==> src/rtl/btn_pkg.sv <==
// Shared types and sizing helpers for the push-button event front end.
// Optional feature macro: BTN_AUTOREPEAT_EN (per-channel auto-repeat events).
package btn_pkg;

    localparam int unsigned N_BTN_DEFAULT = 5;

    typedef enum logic [0:0] {
        StIdle  = 1'b0,
        StOffer = 1'b1
    } arb_state_e;

    // Width of the button index; never below one bit.
    function automatic int unsigned id_w(int unsigned n);
        return (n <= 2) ? 1 : $clog2(n);
    endfunction

    // Width of a counter that must reach n-1; never below one bit.
    function automatic int unsigned cnt_w(int unsigned n);
        return (n <= 2) ? 1 : $clog2(n);
    endfunction

endpackage

==> src/rtl/btn_debounce.sv <==
// One button channel: 2-flop synchronizer, debounce counter and press strobe.
// With BTN_AUTOREPEAT_EN defined a repeat counter adds periodic strobes while held.
module btn_debounce
    import btn_pkg::*;
#(
    parameter int unsigned DB_CYCLES = 4
`ifdef BTN_AUTOREPEAT_EN
    ,
    parameter int unsigned REP_DELAY  = 20,
    parameter int unsigned REP_PERIOD = 8
`endif
) (
    input  logic clk,
    input  logic rst_n,
    input  logic raw,
    output logic stable,
    output logic evt_pulse
);

    localparam int unsigned           CNT_W    = cnt_w(DB_CYCLES);
    localparam logic [CNT_W-1:0]      CNT_LAST = CNT_W'(DB_CYCLES - 1);

    logic [1:0]       sync_q;
    logic [CNT_W-1:0] cnt_q;
    logic             stable_q;
    logic             sync_lvl;
    logic             accept;
    logic             press;

    assign sync_lvl = sync_q[1];
    // The level has differed for DB_CYCLES consecutive edges, including this one.
    assign accept   = (sync_lvl != stable_q) && (cnt_q == CNT_LAST);
    assign press    = accept && sync_lvl;
    assign stable   = stable_q;

    // Synchronize the raw level and accept it once it has stayed different long enough.
    always_ff @(posedge clk or negedge rst_n) begin
        if (!rst_n) begin
            sync_q   <= '0;
            cnt_q    <= '0;
            stable_q <= 1'b0;
        end else begin
            sync_q <= {sync_q[0], raw};
            if (sync_lvl == stable_q) begin
                cnt_q <= '0;
            end else if (accept) begin
                stable_q <= sync_lvl;
                cnt_q    <= '0;
            end else begin
                cnt_q <= cnt_q + CNT_W'(1);
            end
        end
    end

`ifdef BTN_AUTOREPEAT_EN
    localparam int unsigned REP_MAX = (REP_DELAY > REP_PERIOD) ? REP_DELAY : REP_PERIOD;
    localparam int unsigned REP_W   = cnt_w(REP_MAX);

    logic [REP_W-1:0] rep_cnt_q;
    logic             rep_phase_q;  // 0: waiting for first repeat, 1: periodic
    logic [REP_W-1:0] rep_last;
    logic             rep_fire;

    assign rep_last  = rep_phase_q ? REP_W'(REP_PERIOD - 1) : REP_W'(REP_DELAY - 1);
    assign rep_fire  = stable_q && (rep_cnt_q == rep_last);
    assign evt_pulse = press | rep_fire;

    // Count held cycles; restart at every repeat and clear whenever released.
    always_ff @(posedge clk or negedge rst_n) begin
        if (!rst_n) begin
            rep_cnt_q   <= '0;
            rep_phase_q <= 1'b0;
        end else if (!stable_q) begin
            rep_cnt_q   <= '0;
            rep_phase_q <= 1'b0;
        end else if (rep_fire) begin
            rep_cnt_q   <= '0;
            rep_phase_q <= 1'b1;
        end else begin
            rep_cnt_q <= rep_cnt_q + REP_W'(1);
        end
    end
`else
    assign evt_pulse = press;
`endif

endmodule

==> src/rtl/btn_event_arbiter.sv <==
// Push-button front end: per-channel debounce, pending press flags and a
// round-robin arbiter offering one event at a time over valid/ready.
// Optional feature macro: BTN_AUTOREPEAT_EN (auto-repeat while a button is held).
module btn_event_arbiter
    import btn_pkg::*;
#(
    parameter int unsigned N_BTN      = N_BTN_DEFAULT,
    parameter int unsigned DB_CYCLES  = 1_000_000,
    parameter int unsigned REP_DELAY  = 50_000_000,
    parameter int unsigned REP_PERIOD = 10_000_000
) (
    input  logic                      clk,
    input  logic                      rst_n,
    input  logic [N_BTN-1:0]          btn_raw,
    output logic                      evt_valid,
    input  logic                      evt_ready,
    output logic [id_w(N_BTN)-1:0]    evt_id,
    output logic [N_BTN-1:0]          btn_level,
    output logic                      overrun
);

    localparam int unsigned ID_W = id_w(N_BTN);

    if (N_BTN < 2 || N_BTN > 8 || DB_CYCLES < 2 || REP_DELAY < 1 || REP_PERIOD < 1)
    begin : g_bad_param
        $error("btn_event_arbiter: illegal parameter set");
    end

    logic [N_BTN-1:0] evt_pulse;
    logic [N_BTN-1:0] pending_q;
    logic [N_BTN-1:0] pending_d;
    logic [N_BTN-1:0] grant_clr;
    logic             overrun_d;
    arb_state_e       state_q;
    logic [ID_W-1:0]  ptr_q;
    logic [ID_W-1:0]  ptr_nxt;
    logic [ID_W-1:0]  win_idx;
    logic [ID_W-1:0]  cand;
    logic             win_found;
    logic             grant;

    for (genvar i = 0; i < N_BTN; i++) begin : g_chan
        btn_debounce #(
            .DB_CYCLES (DB_CYCLES)
`ifdef BTN_AUTOREPEAT_EN
            ,
            .REP_DELAY (REP_DELAY),
            .REP_PERIOD(REP_PERIOD)
`endif
        ) u_debounce (
            .clk      (clk),
            .rst_n    (rst_n),
            .raw      (btn_raw[i]),
            .stable   (btn_level[i]),
            .evt_pulse(evt_pulse[i])
        );
    end

    // First pending index at or after ptr, searching cyclically.
    always_comb begin
        win_found = 1'b0;
        win_idx   = '0;
        cand      = '0;
        for (int unsigned k = 0; k < N_BTN; k++) begin
            cand = ID_W'((32'(ptr_q) + k) % N_BTN);
            if (!win_found && pending_q[cand]) begin
                win_found = 1'b1;
                win_idx   = cand;
            end
        end
    end

    // Grant when idle, or when the current offer is being taken this edge.
    always_comb begin
        grant     = win_found && ((state_q == StIdle) || evt_ready);
        ptr_nxt   = (win_idx == ID_W'(N_BTN - 1)) ? '0 : win_idx + ID_W'(1);
        grant_clr = grant ? (N_BTN'(1) << win_idx) : '0;
        // A new event on the bit being granted survives: set wins over clear.
        pending_d = (pending_q & ~grant_clr) | evt_pulse;
        overrun_d = |(pending_q & ~grant_clr & evt_pulse);
    end

    // Pending event flags and the coalescing pulse.
    always_ff @(posedge clk or negedge rst_n) begin
        if (!rst_n) begin
            pending_q <= '0;
            overrun   <= 1'b0;
        end else begin
            pending_q <= pending_d;
            overrun   <= overrun_d;
        end
    end

    // Arbiter FSM with registered offer.
    always_ff @(posedge clk or negedge rst_n) begin
        if (!rst_n) begin
            state_q   <= StIdle;
            evt_valid <= 1'b0;
            evt_id    <= '0;
            ptr_q     <= '0;
        end else begin
            case (state_q)
                StIdle: begin
                    if (grant) begin
                        evt_id    <= win_idx;
                        ptr_q     <= ptr_nxt;
                        evt_valid <= 1'b1;
                        state_q   <= StOffer;
                    end
                end
                StOffer: begin
                    if (evt_ready) begin
                        if (grant) begin
                            evt_id <= win_idx;
                            ptr_q  <= ptr_nxt;
                        end else begin
                            evt_valid <= 1'b0;
                            state_q   <= StIdle;
                        end
                    end
                end
                default: begin
                    evt_valid <= 1'b0;
                    state_q   <= StIdle;
                end
            endcase
        end
    end

endmodule

==> config.mk <==
export PLATFORM = sky130hd
export DESIGN_NAME = btn_event_arbiter
export DESIGN_NICKNAME = d
export VERILOG_FILES = /design/src/rtl/btn_pkg.sv /design/src/rtl/btn_debounce.sv /design/src/rtl/btn_event_arbiter.sv
export SDC_FILE = /design/constraint.sdc
export NUM_CORES = 1
export LEC_CHECK = 0
export CAP_MARGIN = 20
export CORE_AREA = 2 2 141 143
export CTS_BUF_LIST = sky130_fd_sc_hd__clkbuf_4 sky130_fd_sc_hd__clkbuf_8 sky130_fd_sc_hd__clkbuf_16
export CTS_CLUSTER_DIAMETER = 200
export DETAILED_ROUTE_END_ITERATION = 12
export DIE_AREA = 0 0 143 145
export HOLD_SLACK_MARGIN = 0.02
export PLACE_DENSITY_LB_ADDON = 0.2
export SLEW_MARGIN = 30
export SYNTH_ARGS = -nofsm -noshare
export SYNTH_HDL_FRONTEND = slang
export SYNTH_SLANG_ARGS = --single-unit
==> constraint.sdc <==
create_clock -name clk -period 4.7 [get_ports clk]
set_input_delay 0.94 -clock clk [delete_from_list [all_inputs] [get_ports clk]]
set_output_delay 0.94 -clock clk [all_outputs]
set_load 0.1 [all_outputs]
==> out/metrics.yaml, run 1 <==
status: "complete, no violations"
drive_above_1_share_pct: 9.59
antenna_found_initial: 0
clockPowerShare_pct: 26.1
synth_ff_type: "dfrtp_1"
power_switching_uw: 2240
dieArea_mm2: 0.0207
track_usage_pct: 16.1
dp_cells: 1078
p_comb_share_pct: 50.4
synth_sequential_area_ratio_pct: 42.5
critPathMaxFanout: 17
cts_resized: 0
min_period_over_period_pct: 92.2
internal_power_uw: 3070
fillers: 1818
cp_cell_sequence: "inv_2 > buf_4 > ha_1 > buf_4 > nand2b_1 > a21oi_1 > nor3_1 > o211ai_1 > o31ai_1 > nor4b_4 > o21ai_0 > a32oi_2 > ha_1 > ha_1 > nand3_1 > a32oi_1 > o2111ai_1"
cts_max_level: 4
p_total_uw: 5310
r2r_slack_ps: 360
fin_skew_ps: 7.45
syn_area_per_cell_um2: 9.28
wl_met2_um: 7190
cts_buffers: 17
ir_drop_mv: 0.267
drt-wirelength-per-cell_um: 14.3
hold_class: "reg2reg"
timing.slew.headroom_pct: 31.9
synth_seq_cells: 129
worstSetupStartpointType: "flop"
first_global_vias: 5529
synth_fp_nets: 852
final_cells: 1110
place_congestion: 0.852
timing.rr.end: "overrun"
cpPeakStageDelay_ps: 540
grt_max_degree: 103
dp_hpwl_um: 11100
ctsRootBufferMaster: "clkbuf_16"
grt_pass1_wl_um: 27500
clk_latency_ps: 410
cts_setup_buffers: 0
cts_tree: "done"
drv_slew: 0
wl_met1_um: 8000
ys_warn_count: 0
critPathKind: "reg2reg"
num_rows: 51
die_x_um: 143
cap_violations: 0
seqPwrFrac_pct: 23.4
post-route-drc-count: 0
async_reset_ff_share_pct: 100
n_antenna_cell: 0
postCtsHoldBufs: 0
synth_top_area_share_pct: 42.5
routed_wl_um: 15900
crit_top_cell: "ha_1"
min_delay_worst_endpoint: "g_chan[3].u_debounce.sync_q[1]"
ioPinCount: 18
fin_tns_setup_ps: 0
power_density_mw_per_mm2: 613
fmax_ghz: 0.231
netSwitchingFraction_pct: 42.1
drt-pass1-iter-count: 5
worst_path_max_delay_cell: "nor4b_4"
final_util_pct: 45.1
worstMarginPinSlew_ps: 1020
nets: 865
hold_start: "g_chan[3].u_debounce.sync_q[0]"
ant_nets: 0
synth_area_leader_cell: "dfrtp_1"
critPathCaptureType: "flop"
fin_crit_ps: 4340
netlist_area_mm2: 0.00760
synth_most_common_cell: "dfrtp_1"
start_util_pct: 39.6
via_per_inst: 5.21
arrival_ps: 4610
rr_startpoint: "ptr_q[0]"
clk_pin_slew_ps: 60
r2r_cells: 17
route.met3.wl_um: 511
gr-total-overflow: 0
drt_iter0_drc: 313
area_delta_synth_final_pct: 13.9
setup_viol: 0
clock-sinks: 129
clock_path_buffers: 2
synth_area_leaders: "dfrtp_1, nor2_1, xor2_1"
p_leak_uw: 0.00378
die_h_um: 145
via_count: 5786
synth_cells: 819
hold_viol_final: 0
synth-edff-count: 0
routed.top_layer: "met4"
whs_path_depth: 0
rsz0062_at_grt: "no"
synth_common_cells: "dfrtp_1, nor2_1, nand3_1"
place.port_buffers: 17
synth_cell_types: 73
core_area_mm2: 0.0192
worstPathRequired_ps: 4970
## power groups by stage
stage | Sequential (µW) | Clock (µW) | Combinational, µW
2_1_floorplan | 1330 | 0 | 2000
3_3_place_gp | 1260 | 0 | 2650
3_5_place_dp | 1260 | 0 | 2630
4_1_cts | 1240 | 1410 | 2640
5_1_grt | 1250 | 1470 | 3010
6_report | 1240 | 1390 | 2680
## layer usage
layer,vias to the layer above,track usage [%]
li1,2879,-
met1,2782,24.0
met2,112,23.9
met3,13,2.74
met4,0,4.95
met5,-,0
## placed cells by master (no fill, tap or decap), types with 7 or more instances in the layout
| cell | synthesis | routed |
|---|---|---|
| ha_1 | 25 | 25 |
| a21oi_1 | 18 | 18 |
| o211ai_1 | 7 | 7 |
| a21o_1 | 7 | 7 |
| dfrtp_1 | 129 | 129 |
| o21ai_1 | 14 | 14 |
| clkbuf_16 | 0 | 17 |
| nor2_1 | 126 | 126 |
| buf_4 | 6 | 12 |
| mux2i_1 | 11 | 11 |
| and3_1 | 37 | 37 |
| clkdlybuf4s50_1 | 0 | 16 |
| nor4_1 | 12 | 12 |
| o21ai_0 | 11 | 11 |
| or3_1 | 7 | 7 |
| nor4b_1 | 10 | 10 |
| nand3_1 | 60 | 60 |
| xor2_1 | 54 | 54 |
| nor3_1 | 9 | 9 |
| xnor2_1 | 47 | 47 |
| nor2b_1 | 9 | 8 |
| nand4_1 | 13 | 13 |
| inv_1 | 26 | 25 |
| nand2_1 | 56 | 56 |
## logic make-up (layout without fill, tap and decap cells)
logic type                 count (synthesis)  in the layout  synth area share [%]
xor gates and xnor gates                 102            102                  11.8
buffers and inverters                     66             92                  3.90
muxes                                     16             16                  2.49
DFF                                      129            129                  42.5
and+or+nand+nor                          368            368                  24.0
adders and majority gates                 25             25                  4.11
AOI/OAI and AO/OA                        113            113                  11.2
## worst max-delay path by stage
stage,from,end,depth (start not counted)
floorplan,ptr_q[0],overrun,22
detailed placement,ptr_q[1],overrun,22
global placement,ptr_q[2],overrun,19
finish,ptr_q[0],overrun,17
global route,ptr_q[2],overrun,19
CTS,ptr_q[1],overrun,22
## stage by stage
stage	cell area [µm²]	hold WS, ps	setup slack, ps
2_1_floorplan	7600	331	109
3_3_place_gp	8020	337	295
3_5_place_dp	8020	340	274
4_1_cts	8650	353	244
5_1_grt	8660	366	21.9
6_report	8660	353	365
## critical path, delay by kind of cell (launching register included)
family | cells | cell delay (ps)
AOI/OAI and AO/OA | 7 | 1890
adders and majority gates | 3 | 550
DFF | 1 | 430
buffers and inverters | 3 | 510
and+or+nand+nor | 4 | 810
## area by class of cell
cell class | instances | area [µm²] | area share [%]
multi-input cells | 624 | 4090 | 47.2
well taps | 265 | 332 | 3.83
clock buffers | 18 | 439 | 5.07
inverters | 31 | 119 | 1.37
repair buffers | 29 | 264 | 3.05
clock inverters | 14 | 189 | 2.18
flip-flops and latches | 129 | 3230 | 37.3
## state kept, by name (all words and copies together), names as in the netlist
name                      count
g_chan.u_debounce.cnt_q     100
g_chan.u_debounce.sync_q     10
g_chan.u_debounce.stable      5
pending_q                     5
evt_id                        3
ptr_q                         3
evt_valid                     1
overrun                       1
state_q                       1
Power figures use the tool's default switching activity.
==> run 2: changes to the inputs <==
MAX_ROUTING_LAYER = met4   (was default)
PLACE_DENSITY_LB_ADDON = default   (was 0.2)
==> run 2 against run 1 <==
Against the previous run: sequential power hardly changed; largest power group unchanged; combinational power hardly changed; routed wire length is 1.2% higher; via count hardly changed; worst setup slack better by 51 ps; clock skew is 2.5 ps lower; register-to-register slack better by 50 ps; sequential share of layout area hardly changed; flip-flop and latch count stayed put; cell area hardly changed; non-clock buffer count is 2 higher; power is 0.30% higher.
==> out/metrics.yaml, run 2 (synthesized netlist as in run 1, its figures left out) <==
drt_iter0_drc: 390  # +25%
fin_crit_ps: 4280  # -50.6 ps
worstMarginPinSlew_ps: 1010  # -5.37 ps
whs_path_depth: 0  # unchanged
power_switching_uw: 2260  # +0.83%
hold_class: "reg2reg"
track_usage_pct: 16.9  # +0.76 points
clock-sinks: 129  # unchanged
place_congestion: 0.865  # +1.5%
fin_skew_ps: 4.93  # -2.52 ps
clock_path_buffers: 2  # unchanged
cts_resized: 0  # unchanged
cts_buffers: 17  # unchanged
via_per_inst: 5.20  # -0.20%
timing.rr.end: "overrun"
routed_wl_um: 16000  # +1.2%
fmax_ghz: 0.233  # +1.2%
first_global_vias: 5615  # +1.6%
top_register: "g_chan.u_debounce.cnt_q"
dieArea_mm2: 0.0207  # unchanged
drt-pass1-iter-count: 9  # +4
hold_viol_final: 0  # unchanged
via_count: 5785  # -0.017%
drive_above_1_share_pct: 9.56  # -0.023 points
n_antenna_cell: 0  # unchanged
r2r_cells: 19  # +2
most-common-layout-cells: "dfrtp_1, nor2_1, nand3_1, nand2_1, xor2_1"
arrival_ps: 4560  # -50 ps
num_rows: 51  # unchanged
fin_tns_setup_ps: 0  # unchanged
clockPowerShare_pct: 25.8  # -0.3 points
fillers: 1857  # +2.1%
setup_viol: 0  # unchanged
rsz0062_at_grt: "no"
area_delta_synth_final_pct: 13.9  # about the same
clk_pin_slew_ps: 50  # about the same
p_comb_share_pct: 50.7  # +0.3 points
critPathMaxFanout: 8  # -9
critPathKind: "reg2reg"
rr_startpoint: "ptr_q[1]"
hold_start: "g_chan[3].u_debounce.sync_q[0]"
internal_power_uw: 3070  # about the same
ir_drop_mv: 0.473  # +77%
p_leak_uw: 0.00378  # about the same
postCtsHoldBufs: 0  # unchanged
place.port_buffers: 17  # unchanged
cts_setup_buffers: 0  # unchanged
top_regs: "g_chan.u_debounce.cnt_q x100, g_chan.u_debounce.sync_q x10"
timing.slew.headroom_pct: 32.2  # +0.36 points
worstPathRequired_ps: 4980  # about the same
nets: 867  # +0.23%
ioPinCount: 18  # unchanged
core_area_mm2: 0.0192  # unchanged
power_density_mw_per_mm2: 615  # +0.24%
cts_max_level: 4  # unchanged
ant_nets: 0  # unchanged
cap_violations: 0  # unchanged
cts_tree: "done"
netSwitchingFraction_pct: 42.4  # +0.22 points
status: "complete, no violations"
critPathCaptureType: "flop"
seqPwrFrac_pct: 23.4  # about the same
clk_latency_ps: 410  # about the same
gr-total-overflow: 0  # unchanged
start_util_pct: 39.6  # unchanged
dp_hpwl_um: 11300  # +2.0%
post-route-drc-count: 0  # unchanged
whs_ps: 347  # -6.24 ps
min_delay_worst_endpoint: "g_chan[3].u_debounce.sync_q[1]"
grt_pass1_wl_um: 27700  # +0.55%
antenna_found_initial: 0  # unchanged
ctsRootBufferMaster: "clkbuf_16"
r2r_slack_ps: 420  # +50 ps
grt_max_degree: 80  # -22%
min_period_over_period_pct: 91.2  # -1.1 points
drt-wirelength-per-cell_um: 14.4  # +1.0%
drv_slew: 0  # unchanged
die_x_um: 143  # unchanged
layout_commonest_cell: "dfrtp_1"
largest_reg_flops: 100  # unchanged
worstSetupStartpointType: "flop"
die_h_um: 145  # unchanged
-- run 2: cell count changes in the layout (fill, tap and decap cells not counted), sizes merged --
cell,before,now
clkinv,7,5
clkinvlp,3,5
clkbuf,19,18
buf,12,15
-- run 2: layout make-up --
type / instances / area, µm² / share of cell area (%)
clock buffer: 18 / 433 / 5.00
sequential: 129 / 3230 / 37.3
multi-input combinational: 624 / 4080 / 47.1
timing repair buffer: 31 / 277 / 3.19
tap: 265 / 332 / 3.83
clock inverter: 14 / 190 / 2.20
inverter: 31 / 119 / 1.37
-- run 2: worst max path at each step --
| stage | depth (start not counted) | slack (ps) | from | end |
|---|---|---|---|---|
| after CTS | 19 | 410 | ptr_q[1] | overrun |
| after floorplan | 22 | 110 | ptr_q[0] | overrun |
| after global routing | 21 | 40 | ptr_q[1] | overrun |
| after detailed placement | 20 | 430 | ptr_q[1] | overrun |
| final | 19 | 420 | ptr_q[1] | overrun |
| after global placement | 20 | 500 | ptr_q[2] | overrun |
-- run 2: metrics by stage --
stage | utilization [%] | setup WS [ps] | area [µm²] | total power, µW | instances
after CTS | 45.1 | 409 | 8660 | 5310 | 1112
after floorplan | - | 109 | 7600 | 3330 | 819
after global routing | 45.1 | 41.8 | 8660 | 5700 | 1112
after detailed placement | 41.8 | 427 | 8030 | 3910 | 1080
after global placement | 41.8 | 501 | 8030 | 3920 | 1080
final | 45.1 | 415 | 8660 | 5320 | 1112
-- run 2: metal layers --
layer  share of wire (%)  routed length (µm)  vias up  GRT usage [%]
li1                    -                   -     2883              -
met1                  49                7880     2787           22.8
met2                  46                7350       88           25.0
met3                 2.6                 420       27           3.33
met4                 2.4                 393        0           6.39
met5                   0                   0        -              -
-- run 2: power groups by stage --
stage / Combinational [µW] / Sequential, µW / Clock, µW
detailed placement: 2640 / 1260 / 0
CTS: 2660 / 1240 / 1400
global route: 2990 / 1250 / 1460
floorplan: 2000 / 1330 / 0
finish: 2700 / 1250 / 1380
global placement: 2650 / 1260 / 0
-- run 2: worst max-delay path, stage by stage (launching register included) --
cell	delay, ps
dfrtp_1	410
inv_1	100
ha_1	170
inv_1	70
ha_1	290
inv_1	70
ha_1	210
or3_4	390
a311oi_1	380
a311oi_1	120
o32ai_2	410
o21ai_1	150
or3_1	340
a22oi_2	190
a32oi_2	120
inv_1	110
ha_1	160
nand2b_1	90
nor2_1	220
o2111ai_1	150
==> run 3: changes to the inputs <==
REMOVE_ABC_BUFFERS = 1   (was default)
TNS_END_PERCENT = 10   (was default)
clock period = 5.4 ns   (was 4.7 ns; I/O delays follow)
==> run 3 against run 2 <==
Against the previous run: maximum frequency is 11% lower; clock power is 19% lower; worst setup slack better by 150 ps; flip-flop and latch count stayed put; highest routed layer unchanged.
==> out/metrics.yaml, run 3 (synthesized netlist as in run 1, its figures left out) <==
status: "complete, no violations"
worst_path_max_delay_cell: "a2111oi_4"
ir_drop_mv: 0.225  # -53%
fin_crit_ps: 4830  # +549 ps
num_rows: 51  # unchanged
post-route-drc-count: 0  # unchanged
drt-pass1-iter-count: 5  # -4
final_cells: 1104  # -0.72%
grt_max_degree: 92  # +15%
first_global_vias: 5589  # -0.46%
cp_num_buf_inv: 2  # -2
path_delay_family: "compound AO/OA/AOI/OAI gates"
gr-total-overflow: 0  # unchanged
top_regs: "g_chan.u_debounce.cnt_q x100, g_chan.u_debounce.sync_q x10"
die_x_um: 143  # unchanged
routed_wl_um: 16000  # -0.42%
p_leak_uw: 0.00376  # -0.51%
core_area_mm2: 0.0192  # unchanged
critPathKind: "reg2reg"
worstSetupStartpointType: "flop"
finalWorstSetupSlack_ps: 566  # +151 ps
hold_viol_final: 0  # unchanged
timing.slew.headroom_pct: 34.5  # +2.2 points
critPathMaxFanout: 13  # +5
layout_commonest_cell: "dfrtp_1"
multi_input_area_mm2: 0.00409  # +0.18%
via_count: 5760  # -0.43%
drv_slew: 0  # unchanged
track_usage_pct: 17.1  # +0.23 points
dp_hpwl_um: 10900  # -3.0%
fin_tns_setup_ps: 0  # unchanged
drive_above_1_share_pct: 8.58  # -0.98 points
cts_max_level: 4  # unchanged
most-common-layout-cells: "dfrtp_1, nor2_1, nand3_1, nand2_1, xor2_1"
cap_violations: 0  # unchanged
hold_class: "reg2reg"
largest_reg_flops: 100  # unchanged
nets: 861  # -0.69%
arrival_ps: 5110  # +550 ps
fmax_ghz: 0.207  # -11%
die_h_um: 145  # unchanged
drt-wirelength-per-cell_um: 14.5  # +0.30%
dieArea_mm2: 0.0207  # unchanged
min_period_over_period_pct: 89.5  # -1.6 points
r2r_slack_ps: 570  # +150 ps
dp_cells: 1073  # -0.65%
top_register: "g_chan.u_debounce.cnt_q"
ctsRootBufferMaster: "clkbuf_16"
fin_skew_ps: 6.22  # +1.29 ps
worstMarginPinSlew_ps: 980  # -33.6 ps
drt_iter0_drc: 320  # -18%
ant_nets: 0  # unchanged
final_util_pct: 44.8  # -0.30 points
clk_latency_ps: 410  # about the same
post-place-ws_ps: 453  # +26.0 ps
cpPeakStageDelay_ps: 420  # about the same
place_congestion: 0.871  # +0.65%
cts_buffers: 17  # unchanged
regArea_mm2: 0.00323  # unchanged
clock-sinks: 129  # unchanged
cts_tree: "done"
whs_ps: 350  # +3.22 ps
clk_pin_slew_ps: 50  # about the same
critPathCaptureType: "flop"
clock_path_buffers: 2  # unchanged
setup_viol: 0  # unchanged
start_util_pct: 39.6  # unchanged
place.port_buffers: 17  # unchanged
power_density_mw_per_mm2: 525  # -15%
antenna_found_initial: 0  # unchanged
area_delta_synth_final_pct: 13.2
ioPinCount: 18  # unchanged
via_per_inst: 5.22  # +0.29%
crit_top_cell: "ha_1"
n_antenna_cell: 0  # unchanged
grt_pass1_wl_um: 27900  # +0.77%
cp_cell_sequence: "buf_4 > ha_1 > xnor2_1 > nand2_1 > ha_1 > nor2b_1 > o22ai_1 > a211o_1 > a2111oi_4 > nor2_1 > or3_1 > a311oi_1 > a211oi_1 > inv_1 > ha_1 > ha_1 > nand3_1 > a32oi_1 > o2111ai_1"
rsz0062_at_grt: "no"
worstPathRequired_ps: 5670  # +690 ps
fillers: 1861  # +0.22%
## run 3: cell count changes in the layout (fill, tap and decap cells not counted), sizes merged
cell,previous run,this run
buf,15,9
bufinv,4,2
clkbuf,18,24
clkinv,5,4
clkinvlp,5,0
## run 3: timing repair
item / 4_1_cts / 5_1_grt
gates resized for setup: 0 / 1
setup buffers: 0 / 0
setup endpoints to repair: 0 / 1
hold buffers: 0 / 0
## run 3: worst paths after layout
kind / startpoint / end / cells after the start
worst max-delay path: ptr_q[1] / overrun / 19
worst min-delay path: g_chan[0].u_debounce.sync_q[0] / g_chan[0].u_debounce.sync_q[1] / 0
worst max register to register: ptr_q[1] / overrun / 19
worst min register to register: g_chan[0].u_debounce.sync_q[0] / g_chan[0].u_debounce.sync_q[1] / 0
max in group asynchronous: rst_n / g_chan[0].u_debounce.cnt_q[4] / 3
min in group asynchronous: rst_n / g_chan[4].u_debounce.sync_q[1] / 1
## run 3: worst register-to-register path: stages (launching register included)
cell and delay [ps]:
dfrtp_1 370, buf_4 200, ha_1 340, xnor2_1 320
nand2_1 130, ha_1 290, nor2b_1 350, o22ai_1 140
a211o_1 320, a2111oi_4 420, nor2_1 120, or3_1 320
a311oi_1 380, a211oi_1 180, inv_1 130, ha_1 150
ha_1 130, nand3_1 90, a32oi_1 180, o2111ai_1 130
## run 3: cell type report
class	count	area share [%]
timing repair buffer	25	2.92
multi-input combinational	624	47.5
clock inverter	6	0.931
clock buffer	24	5.85
inverter	31	1.38
sequential	129	37.5
tap	265	3.85
## run 3: routing by layer
| metal | routed length [µm] | track usage (%) | up-vias |
|---|---|---|---|
| met4 | 236 | 5.94 | 0 |
| met3 | 357 | 2.94 | 17 |
| met1 | 7780 | 24.0 | 2786 |
| met5 | 0 | - | - |
| met2 | 7610 | 25.0 | 76 |
| li1 | - | - | 2881 |
## run 3: through the flow
| stage | total power, µW | cell area, µm² |
|---|---|---|
| 2_1_floorplan | 2840 | 7420 |
| 5_1_grt | 4860 | 8600 |
| 4_1_cts | 4520 | 8560 |
| 3_5_place_dp | 3370 | 7980 |
| 6_report | 4520 | 8600 |
| 3_3_place_gp | 3380 | 7980 |
## run 3: report_power, final
| part | internal [µW] | switching [µW] | total (µW) |
|---|---|---|---|
| clock network | 734 | 386 | 1120 |
| registers | 1020 | 53.5 | 1080 |
| logic | 848 | 1470 | 2320 |
